File: src/rtl/vga_pattern_gen_if.sv
// Signal bundle between the VGA pattern source and its consumer: pattern
// controls flow in, sync timing, counters and pixel data flow out.
interface vga_pattern_gen_if #(
    parameter int COLOR_W = 1
);
    logic [1:0]           mode;
    logic [3*COLOR_W-1:0] color;
    logic                 hsync;
    logic                 vsync;
    logic                 video_on;
    logic [3*COLOR_W-1:0] rgb;
    logic [10:0]          pixel_x;
    logic [10:0]          pixel_y;
    logic                 p_tick;
    logic                 frame_start;

    modport master (
        input  mode, color,
        output hsync, vsync, video_on, rgb, pixel_x, pixel_y, p_tick, frame_start
    );

    modport slave (
        output mode, color,
        input  hsync, vsync, video_on, rgb, pixel_x, pixel_y, p_tick, frame_start
    );
endinterface

File: src/rtl/vga_pattern_gen.sv
// VGA test-pattern source: pixel-tick divider, sync counters and a four-mode
// colour generator whose controls are latched once per frame.
module vga_pattern_gen #(
    parameter int CLK_DIV     = 2,
    parameter int COLOR_W     = 1,
    parameter int H_DISPLAY   = 640,
    parameter int H_FRONT     = 16,
    parameter int H_SYNC      = 96,
    parameter int H_BACK      = 48,
    parameter int V_DISPLAY   = 480,
    parameter int V_FRONT     = 10,
    parameter int V_SYNC      = 2,
    parameter int V_BACK      = 33,
    parameter bit SYNC_POL    = 1'b0,
    parameter int BAR_SHIFT   = 6,
    parameter int SQ_SHIFT    = 5,
    parameter int SCROLL_STEP = 4
) (
    input  logic              clk,
    input  logic              reset,
    vga_pattern_gen_if.master vga
);
    localparam int RGB_W   = 3 * COLOR_W;
    localparam int H_TOTAL = H_DISPLAY + H_FRONT + H_SYNC + H_BACK;
    localparam int V_TOTAL = V_DISPLAY + V_FRONT + V_SYNC + V_BACK;
    localparam int DIV_W   = (CLK_DIV > 1) ? $clog2(CLK_DIV) : 1;

    localparam logic [DIV_W-1:0] DIV_LAST = DIV_W'(CLK_DIV - 1);
    localparam logic [10:0] H_LAST   = 11'(H_TOTAL - 1);
    localparam logic [10:0] V_LAST   = 11'(V_TOTAL - 1);
    localparam logic [10:0] H_VIS    = 11'(H_DISPLAY);
    localparam logic [10:0] V_VIS    = 11'(V_DISPLAY);
    localparam logic [10:0] HS_FIRST = 11'(H_DISPLAY + H_FRONT);
    localparam logic [10:0] HS_LAST  = 11'(H_DISPLAY + H_FRONT + H_SYNC - 1);
    localparam logic [10:0] VS_FIRST = 11'(V_DISPLAY + V_FRONT);
    localparam logic [10:0] VS_LAST  = 11'(V_DISPLAY + V_FRONT + V_SYNC - 1);
    localparam logic [10:0] STEP     = 11'(SCROLL_STEP);

    logic [DIV_W-1:0] div_cnt_q, div_d;
    logic [10:0]      x_q, x_d;
    logic [10:0]      y_q, y_d;
    logic             wrap_q, wrap_d;
    logic [1:0]       mode_r_q, mode_d;
    logic [RGB_W-1:0] color_r_q, color_d;
    logic [10:0]      offset_q, offset_d;

    logic             hsync_q, hsync_d;
    logic             vsync_q, vsync_d;
    logic             video_on_q, video_on_d;
    logic [RGB_W-1:0] rgb_q, rgb_d;
    logic             frame_start_q;

    logic             p_tick;
    logic [2:0]       bar_sel;
    logic [RGB_W-1:0] bar_rgb;
    logic [RGB_W-1:0] pattern;

    assign p_tick = (div_cnt_q == DIV_LAST);

    always_comb begin
        div_d    = p_tick ? '0 : div_cnt_q + 1'b1;
        x_d      = x_q;
        y_d      = y_q;
        wrap_d   = 1'b0;
        mode_d   = mode_r_q;
        color_d  = color_r_q;
        offset_d = offset_q;
        if (p_tick) begin
            if (x_q == H_LAST) begin
                x_d = '0;
                if (y_q == V_LAST) begin
                    // Frame boundary: controls are sampled here so a whole frame
                    // is always drawn with one consistent setting.
                    y_d      = '0;
                    wrap_d   = 1'b1;
                    mode_d   = vga.mode;
                    color_d  = vga.color;
                    offset_d = offset_q + STEP;
                end else begin
                    y_d = y_q + 11'd1;
                end
            end else begin
                x_d = x_q + 11'd1;
            end
        end
    end

    always_comb begin
        if (mode_r_q == 2'd3) begin
            bar_sel = 3'((x_q + offset_q) >> BAR_SHIFT);
        end else begin
            bar_sel = x_q[BAR_SHIFT+2 -: 3];
        end
        bar_rgb = {{COLOR_W{bar_sel[2]}}, {COLOR_W{bar_sel[1]}}, {COLOR_W{bar_sel[0]}}};

        case (mode_r_q)
            2'd0:    pattern = color_r_q;
            2'd2:    pattern = (x_q[SQ_SHIFT] ^ y_q[SQ_SHIFT]) ? ~color_r_q : color_r_q;
            default: pattern = bar_rgb;
        endcase

        video_on_d = (x_q < H_VIS) && (y_q < V_VIS);
        hsync_d    = (x_q >= HS_FIRST && x_q <= HS_LAST) ? SYNC_POL : ~SYNC_POL;
        vsync_d    = (y_q >= VS_FIRST && y_q <= VS_LAST) ? SYNC_POL : ~SYNC_POL;
        rgb_d      = video_on_d ? pattern : '0;
    end

    always_ff @(posedge clk) begin
        if (!reset) begin
            div_cnt_q     <= '0;
            x_q           <= '0;
            y_q           <= '0;
            wrap_q        <= 1'b0;
            mode_r_q      <= '0;
            color_r_q     <= '0;
            offset_q      <= '0;
            hsync_q       <= ~SYNC_POL;
            vsync_q       <= ~SYNC_POL;
            video_on_q    <= 1'b0;
            rgb_q         <= '0;
            frame_start_q <= 1'b0;
        end else begin
            div_cnt_q     <= div_d;
            x_q           <= x_d;
            y_q           <= y_d;
            wrap_q        <= wrap_d;
            mode_r_q      <= mode_d;
            color_r_q     <= color_d;
            offset_q      <= offset_d;
            hsync_q       <= hsync_d;
            vsync_q       <= vsync_d;
            video_on_q    <= video_on_d;
            rgb_q         <= rgb_d;
            // wrap_q is high while the counters sit at (0,0) with fresh controls,
            // so the pulse lines up with that pixel's registered output.
            frame_start_q <= wrap_q;
        end
    end

    assign vga.hsync       = hsync_q;
    assign vga.vsync       = vsync_q;
    assign vga.video_on    = video_on_q;
    assign vga.rgb         = rgb_q;
    assign vga.pixel_x     = x_q;
    assign vga.pixel_y     = y_q;
    assign vga.p_tick      = p_tick;
    assign vga.frame_start = frame_start_q;
endmodule

File: src/flat_wrapper.sv
// flat-port wrapper written by rule: the top's interface ports become plain ports
module vga_pattern_gen_flat 
#(
    parameter int CLK_DIV     = 2,
    parameter int COLOR_W     = 1,
    parameter int H_DISPLAY   = 640,
    parameter int H_FRONT     = 16,
    parameter int H_SYNC      = 96,
    parameter int H_BACK      = 48,
    parameter int V_DISPLAY   = 480,
    parameter int V_FRONT     = 10,
    parameter int V_SYNC      = 2,
    parameter int V_BACK      = 33,
    parameter bit SYNC_POL    = 1'b0,
    parameter int BAR_SHIFT   = 6,
    parameter int SQ_SHIFT    = 5,
    parameter int SCROLL_STEP = 4
)
  (clk, reset, vga_mode, vga_color, vga_hsync, vga_vsync, vga_video_on, vga_rgb, vga_pixel_x, vga_pixel_y, vga_p_tick, vga_frame_start);
  vga_pattern_gen_if #(.COLOR_W(COLOR_W)) vga_i ();
  input  logic clk;
  input  logic reset;
  input wire logic [$bits(vga_i.mode)-1:0] vga_mode;
  input wire logic [$bits(vga_i.color)-1:0] vga_color;
  output wire logic [$bits(vga_i.hsync)-1:0] vga_hsync;
  output wire logic [$bits(vga_i.vsync)-1:0] vga_vsync;
  output wire logic [$bits(vga_i.video_on)-1:0] vga_video_on;
  output wire logic [$bits(vga_i.rgb)-1:0] vga_rgb;
  output wire logic [$bits(vga_i.pixel_x)-1:0] vga_pixel_x;
  output wire logic [$bits(vga_i.pixel_y)-1:0] vga_pixel_y;
  output wire logic [$bits(vga_i.p_tick)-1:0] vga_p_tick;
  output wire logic [$bits(vga_i.frame_start)-1:0] vga_frame_start;
  assign vga_i.mode = vga_mode;
  assign vga_i.color = vga_color;
  assign vga_hsync = vga_i.hsync;
  assign vga_vsync = vga_i.vsync;
  assign vga_video_on = vga_i.video_on;
  assign vga_rgb = vga_i.rgb;
  assign vga_pixel_x = vga_i.pixel_x;
  assign vga_pixel_y = vga_i.pixel_y;
  assign vga_p_tick = vga_i.p_tick;
  assign vga_frame_start = vga_i.frame_start;
  vga_pattern_gen #(.CLK_DIV(CLK_DIV), .COLOR_W(COLOR_W), .H_DISPLAY(H_DISPLAY), .H_FRONT(H_FRONT), .H_SYNC(H_SYNC), .H_BACK(H_BACK), .V_DISPLAY(V_DISPLAY), .V_FRONT(V_FRONT), .V_SYNC(V_SYNC), .V_BACK(V_BACK), .SYNC_POL(SYNC_POL), .BAR_SHIFT(BAR_SHIFT), .SQ_SHIFT(SQ_SHIFT), .SCROLL_STEP(SCROLL_STEP)) u_core (.clk(clk), .reset(reset), .vga(vga_i));
endmodule
File: config.mk
export PLATFORM = sky130hd
export DESIGN_NAME = vga_pattern_gen_flat
export DESIGN_NICKNAME = d
export VERILOG_FILES = /design/src/rtl/vga_pattern_gen_if.sv /design/src/rtl/vga_pattern_gen.sv /design/src/flat_wrapper.sv
export SDC_FILE = /design/constraint.sdc
export NUM_CORES = 1
export LEC_CHECK = 0
export BUFFER_PORTS_ARGS = -buffer_cell sky130_fd_sc_hd__buf_2
export CORE_MARGIN = 2
export CORE_UTILIZATION = 50
export CTS_BUF_LIST = sky130_fd_sc_hd__clkbuf_8
export CTS_CLUSTER_DIAMETER = 40
export CTS_CLUSTER_SIZE = 16
export DETAILED_ROUTE_END_ITERATION = 10
export GPL_TIMING_DRIVEN = 1
export PLACE_DENSITY_LB_ADDON = 0.1
export SLEW_MARGIN = 20
export SYNTH_ARGS = -nofsm -noshare
export SYNTH_HDL_FRONTEND = slang
export SYNTH_SLANG_ARGS = --single-unit
File: constraint.sdc
create_clock -name clk -period 1.9 [get_ports clk]
set_input_delay 0.38 -clock clk [delete_from_list [all_inputs] [get_ports clk]]
set_output_delay 0.38 -clock clk [all_outputs]
set_load 0.1 [all_outputs]
==> results of run 1 <==
stage by stage:
step / utilization (%) / total power (W) / hold WS, ps
2_1_floorplan: - / 0.00100 / 412
3_3_place_gp: 61.1 / 0.00103 / 446
3_5_place_dp: 61.1 / 0.00103 / 438
4_1_cts: 63.9 / 0.00177 / 304
5_1_grt: 65.0 / 0.00182 / 304
6_report: 65.0 / 0.00175 / 310
cell families (layout without fill, tap and decap cells):
kind of cell             after synthesis  in the layout  share of synthesized area (%)
adder cells (fa/ha/maj)                9              9                           5.16
multiplexers                           8              8                           3.67
XOR/XNOR                              26             26                           10.4
buffers and inverters                 22             69                           4.24
flip-flops                            43             43                           39.4
AO/OA/AOI/OAI                         36             37                           9.86
AND/OR/NAND/NOR                      113            113                           27.2
what timing repair did:
action / in CTS / in global routing
setup endpoints to repair: 0 / 18
setup buffers: 0 / 1
resized for setup: 0 / 6
registers in the layout (all words and copies together), names as in the netlist:
register	count
u_core.vga.hsync	1
u_core.wrap_q	1
u_core.vga.p_tick	1
u_core.color_r_q	3
u_core.offset_q	7
u_core.vga.rgb	3
u_core.vga.video_on	1
u_core.mode_r_q	2
u_core.vga.frame_start	1
u_core.vga.pixel_y	11
u_core.vga.vsync	1
u_core.vga.pixel_x	11
metal layers:
| metal | GRT usage (%) | up-vias | wire length, um |
|---|---|---|---|
| met4 | 8.12 | 0 | 110 |
| li1 | - | 991 | - |
| met5 | 0 | - | 0 |
| met2 | 35.3 | 41 | 2540 |
| met3 | 5.05 | 9 | 178 |
| met1 | 28.5 | 977 | 2390 |
layout make-up:
type / count / area [sq um]
fill: 397 / 1490
sequential: 43 / 922
timing repair buffer: 53 / 320
clock inverter: 2 / 35.0
inverter: 8 / 30.0
clock buffer: 6 / 82.6
tap: 52 / 65.1
multi-input combinational: 193 / 1320
worst max-delay path, stage by stage (launching register included):
cell	delay, ps
dfxtp_4	380
ha_4	150
nand3_2	100
or4_4	440
buf_12	180
nor2_4	170
buf_4	150
xnor2_1	110
nor2_1	50
cells in the final DEF, fill, tap and decap left out, types with 7 or more instances in the layout:
cell type / n
buf_4: 16
xnor2_1: 14
ha_1: 8
mux2i_1: 8
a21oi_1: 10
nand4_1: 13
xor2_1: 12
dfxtp_4: 13
buf_2: 36
nor2_1: 29
nand2_1: 27
dfxtp_1: 20
dfxtp_2: 10
o21ai_0: 7
inv_1: 7
how the worst max path moves through the flow:
stage | slack [ps] | start | end
2_1_floorplan | -110 | u_core.vga.p_tick | u_core.vga.pixel_y[10]
3_3_place_gp | 50 | u_core.vga.pixel_y[0] | u_core.vga.pixel_y[3]
3_5_place_dp | 40 | u_core.vga.pixel_y[0] | u_core.vga.pixel_y[6]
4_1_cts | 10 | u_core.vga.pixel_y[0] | u_core.vga.pixel_y[6]
5_1_grt | -40 | u_core.vga.pixel_x[5] | u_core.color_r_q[0]
6_report | 60 | u_core.vga.pixel_x[1] | u_core.offset_q[2]
power by group:
part	switching, W	total [W]	internal [W]	leakage, nW
logic	0.0000814	0.000109	0.0000277	0.726
clock network	0.000316	0.000742	0.000425	0.0612
registers	0.00000750	0.000899	0.000892	0.362
total	0.000405	0.00175	0.00135	1.15
==> results.cfg, run 1 <==
[synth]
synth_cells = 257
avgSynthCellArea_sq_um = 8.49
ys_warn_count = 0
yosysTopAreaCell = dfxtp_1
synthTopCellsByArea = dfxtp_1 39%, xnor2_1 5.6%, ha_1 5.2%
synth_most_common_cell = dfxtp_1
synth_top_area_share_pct = 39.4
ys.flop_type = dfxtp_1
ys_types = 40
yosys-top-cells-count = 43 x dfxtp_1, 30 x nor2_1, 28 x nand2_1, 14 x xnor2_1, 13 x nand4_1
synth-async-reset-ratio_pct = 0
syn_area_sq_mm = 0.00218
ys_ff_latch = 43
synth_edf_count = 0
synth.net_count = 273
seq_area_frac_synth_pct = 39.4

[floorplanning]
fp.dieW_um = 70.1
die_area_sq_mm = 0.00491
io_pins = 37
row_count = 24
die_h_um = 70.1
core-area_sq_mm = 0.00426
start_util_pct = 51.2

[place]
port_buffers = 36
dp_slack_ps = 44.6
dp_cells = 347
gp_congestion = 0.830
placed_area_sq_mm = 0.00261
dp_hpwl_um = 3730

[clocking]
insertion_delay_ps = 300
cts_made_buffers = 5
htreeDepth = 2
clkTransAtPathRegs_ps = 80
cts_root_buf = clkbuf_8
hold_buffers = 0
clock_path_buffers = 2
cts_tree = yes
cts.sinks = 43

[status]
outcome = finished, final reports clean

[timing]
finalSetupViolCount = 0
fin_crit_ps = 1840
timing.setup.tns_ps = 0
max_clock_freq_mhz = 543
worst_slew_pin_slew_ps = 490
finalHoldViolCount = 0
finalWorstSetupSlack_ps = 58.8
post-route-period-util_pct = 96.9
slew_headroom_pct = 67.6
skew_ps = 7.13
drv_slew = 0
rsz0062_at_grt = yes

[drt]
routed_wl_um = 5220
viasPerCell = 5.65
first_pass_iters = 4
num_vias = 2018
wl_per_cell_um = 14.6
drtIter0Drc = 72
drtAntennaViolNets = 0
drc = 0

[power]
ir_drop_mv = 0.525
power_leakage_nw = 1.15
power.density_mw_per_mm2 = 632

[critical_path]
reg2regPathDepth = 8
r2r-start = u_core.vga.pixel_x[1]
cp-end-kind = register
crit_required_ps = 2100
cp-start-kind = register
r2r_end = u_core.offset_q[2]
cp_max_fo = 16
arrival_ps = 2040
r2r_setup_slack_ps = 60
crit_type = reg -> reg

[cells_and_area]
drive_gt1_share_pct = 32.8
finish.instance_area_sq_mm = 0.00277
nNetsFinal = 320
n_antenna_cell = 0
fin_cells = 357
syn_to_final_growth_pct = 26.9

[global_route]
grt_pass1_vias = 1805
grt.overflow.total = 0
grt_pass1_wl_um = 8480
grt_antenna_before_repair = 0
grt_max_degree = 16
grt_use_total_pct = 21.8

[min_path]
min-delay-start = vga_mode[0]
hold_end = u_core.mode_r_q[0]
hold_depth = 3
hp-class = in -> reg

[job]
maxCapViolations = 0
Note: power is estimated with default switching activity, not from simulation.
==> run 2: changes to the inputs <==
--- a/config.mk
+++ b/config.mk
@@ -7,7 +7,7 @@
 export LEC_CHECK = 0
 export BUFFER_PORTS_ARGS = -buffer_cell sky130_fd_sc_hd__buf_2
 export CORE_MARGIN = 2
-export CORE_UTILIZATION = 50
+export CORE_UTILIZATION = 52
 export CTS_BUF_LIST = sky130_fd_sc_hd__clkbuf_8
 export CTS_CLUSTER_DIAMETER = 40
 export CTS_CLUSTER_SIZE = 16
==> results.cfg, run 2 (synthesized netlist as in run 1, its figures left out) <==
[cells_and_area]
drive_gt1_share_pct = 32.8
layout_commonest_cell = buf_2
syn_to_final_growth_pct = 26.4
nNetsFinal = 323
fin_util_pct = 68.5
n_antenna_cell = 0
final_cell_mix = 36 x buf_2, 29 x nor2_1, 27 x nand2_1

[critical_path]
path_cells = nand4bb_1 > or4_4 > buf_12 > nor2_4 > buf_4 > xnor2_1 > nor2_1
cpMaxStageDelayCell = or4_4
r2r_setup_slack_ps = 80
crit_start = u_core.vga.pixel_x[5]
r2r-start = u_core.vga.pixel_x[5]
reg2regPathDepth = 7
crit_end = u_core.offset_q[2]
cp-end-kind = register
crit_required_ps = 2090
cp_max_fo = 10
crit_type = reg -> reg
arrival_ps = 2010
slowest_delay_ps = 540
cp-start-kind = register
r2r_end = u_core.offset_q[2]

[clocking]
clkTransAtPathRegs_ps = 80
insertion_delay_ps = 300
htreeDepth = 2
cts.sinks = 43
hold_buffers = 0
cts_tree = yes
cts_root_buf = clkbuf_8
clock_path_buffers = 2
cts_made_buffers = 5

[drt]
drtAntennaViolNets = 0
wl_per_cell_um = 14.3
drc = 0
first_pass_iters = 4
route.met3.wl_um = 193
routed-wl-met2_um = 2560
drtIter0Drc = 82
viasPerCell = 5.57
met1Wirelength_um = 2270
routed_wl_um = 5120
top_layer_used = met4
num_vias = 1995

[place]
dp_slack_ps = 41.5
gp_congestion = 0.867
port_buffers = 36
dp_hpwl_um = 3670

[timing]
timing.setup.tns_ps = 0
slew_headroom_pct = 67.7
finalWorstSetupSlack_ps = 79.4
finalSetupViolCount = 0
post-route-period-util_pct = 95.8
fin_crit_ps = 1820
drv_slew = 0
finalHoldViolCount = 0
worst_slew_pin_slew_ps = 488
hold_slack_ps = 315
max_clock_freq_mhz = 549
skew_ps = 4.21

[power]
power.density_mw_per_mm2 = 569
ir_drop_mv = 0.377
power_leakage_nw = 1.15

[floorplanning]
die_h_um = 68.8
row_count = 23
start_util_pct = 54.2
fp.dieW_um = 68.8
die_area_sq_mm = 0.00473
io_pins = 37
core-area_sq_mm = 0.00403

[status]
outcome = finished, final reports clean

[global_route]
grt.overflow.total = 0
grt_use_total_pct = 23.0
grt_pass1_wl_um = 7970
grt_pass1_vias = 1693
grt_antenna_before_repair = 0
grt_max_degree = 16

[job]
maxCapViolations = 0

[min_path]
hold_depth = 3
hp-class = in -> reg
run 2: how the worst min path moves through the flow:
stage	start	end	slack, ps
global placement	u_core.wrap_q	u_core.vga.frame_start	430
finish	vga_color[0]	u_core.color_r_q[0]	310
CTS	vga_color[0]	u_core.color_r_q[0]	310
floorplan	u_core.wrap_q	u_core.vga.frame_start	410
global route	vga_color[0]	u_core.color_r_q[0]	320
detailed placement	u_core.wrap_q	u_core.vga.frame_start	440
run 2: final cells by class:
class	count	area, sq um
clock buffers	5	68.8
clock inverters	3	12.5
fillers	338	1270
well taps	50	62.6
flip-flops and latches	43	922
inverters	8	30.0
repair buffers	56	347
multi-input cells	193	1320
run 2: metrics by stage:
step           power [W]  instance area [sq um]  cells
2_1_floorplan    0.00100                   2330    257
6_report         0.00157                   2760    358
4_1_cts          0.00158                   2670    351
5_1_grt          0.00163                   2760    358
3_3_place_gp     0.00103                   2590    343
3_5_place_dp     0.00103                   2590    343
run 2: layer usage:
metal	up-vias	global-route usage [%]
met4	0	10.8
met1	948	29.3
met5	-	0
met3	9	4.22
met2	43	37.5
li1	995	-
run 2: worst max-delay path, delay by kind of cell (launching register included):
kind,cells,cell delay (ps)
flops,1,340
simple gates,4,950
buf+inv,2,310
xor+xnor,1,110
run 2: power breakdown:
group | switching (W) | internal, W
Combinational | 0.0000849 | 0.0000337
Clock | 0.000306 | 0.000247
Sequential | 0.00000594 | 0.000892
Total | 0.000397 | 0.00117
run 2: what timing repair did:
item                       CTS  global route
gates resized for setup      0             7
setup endpoints to repair    0            18
setup buffers                0             6
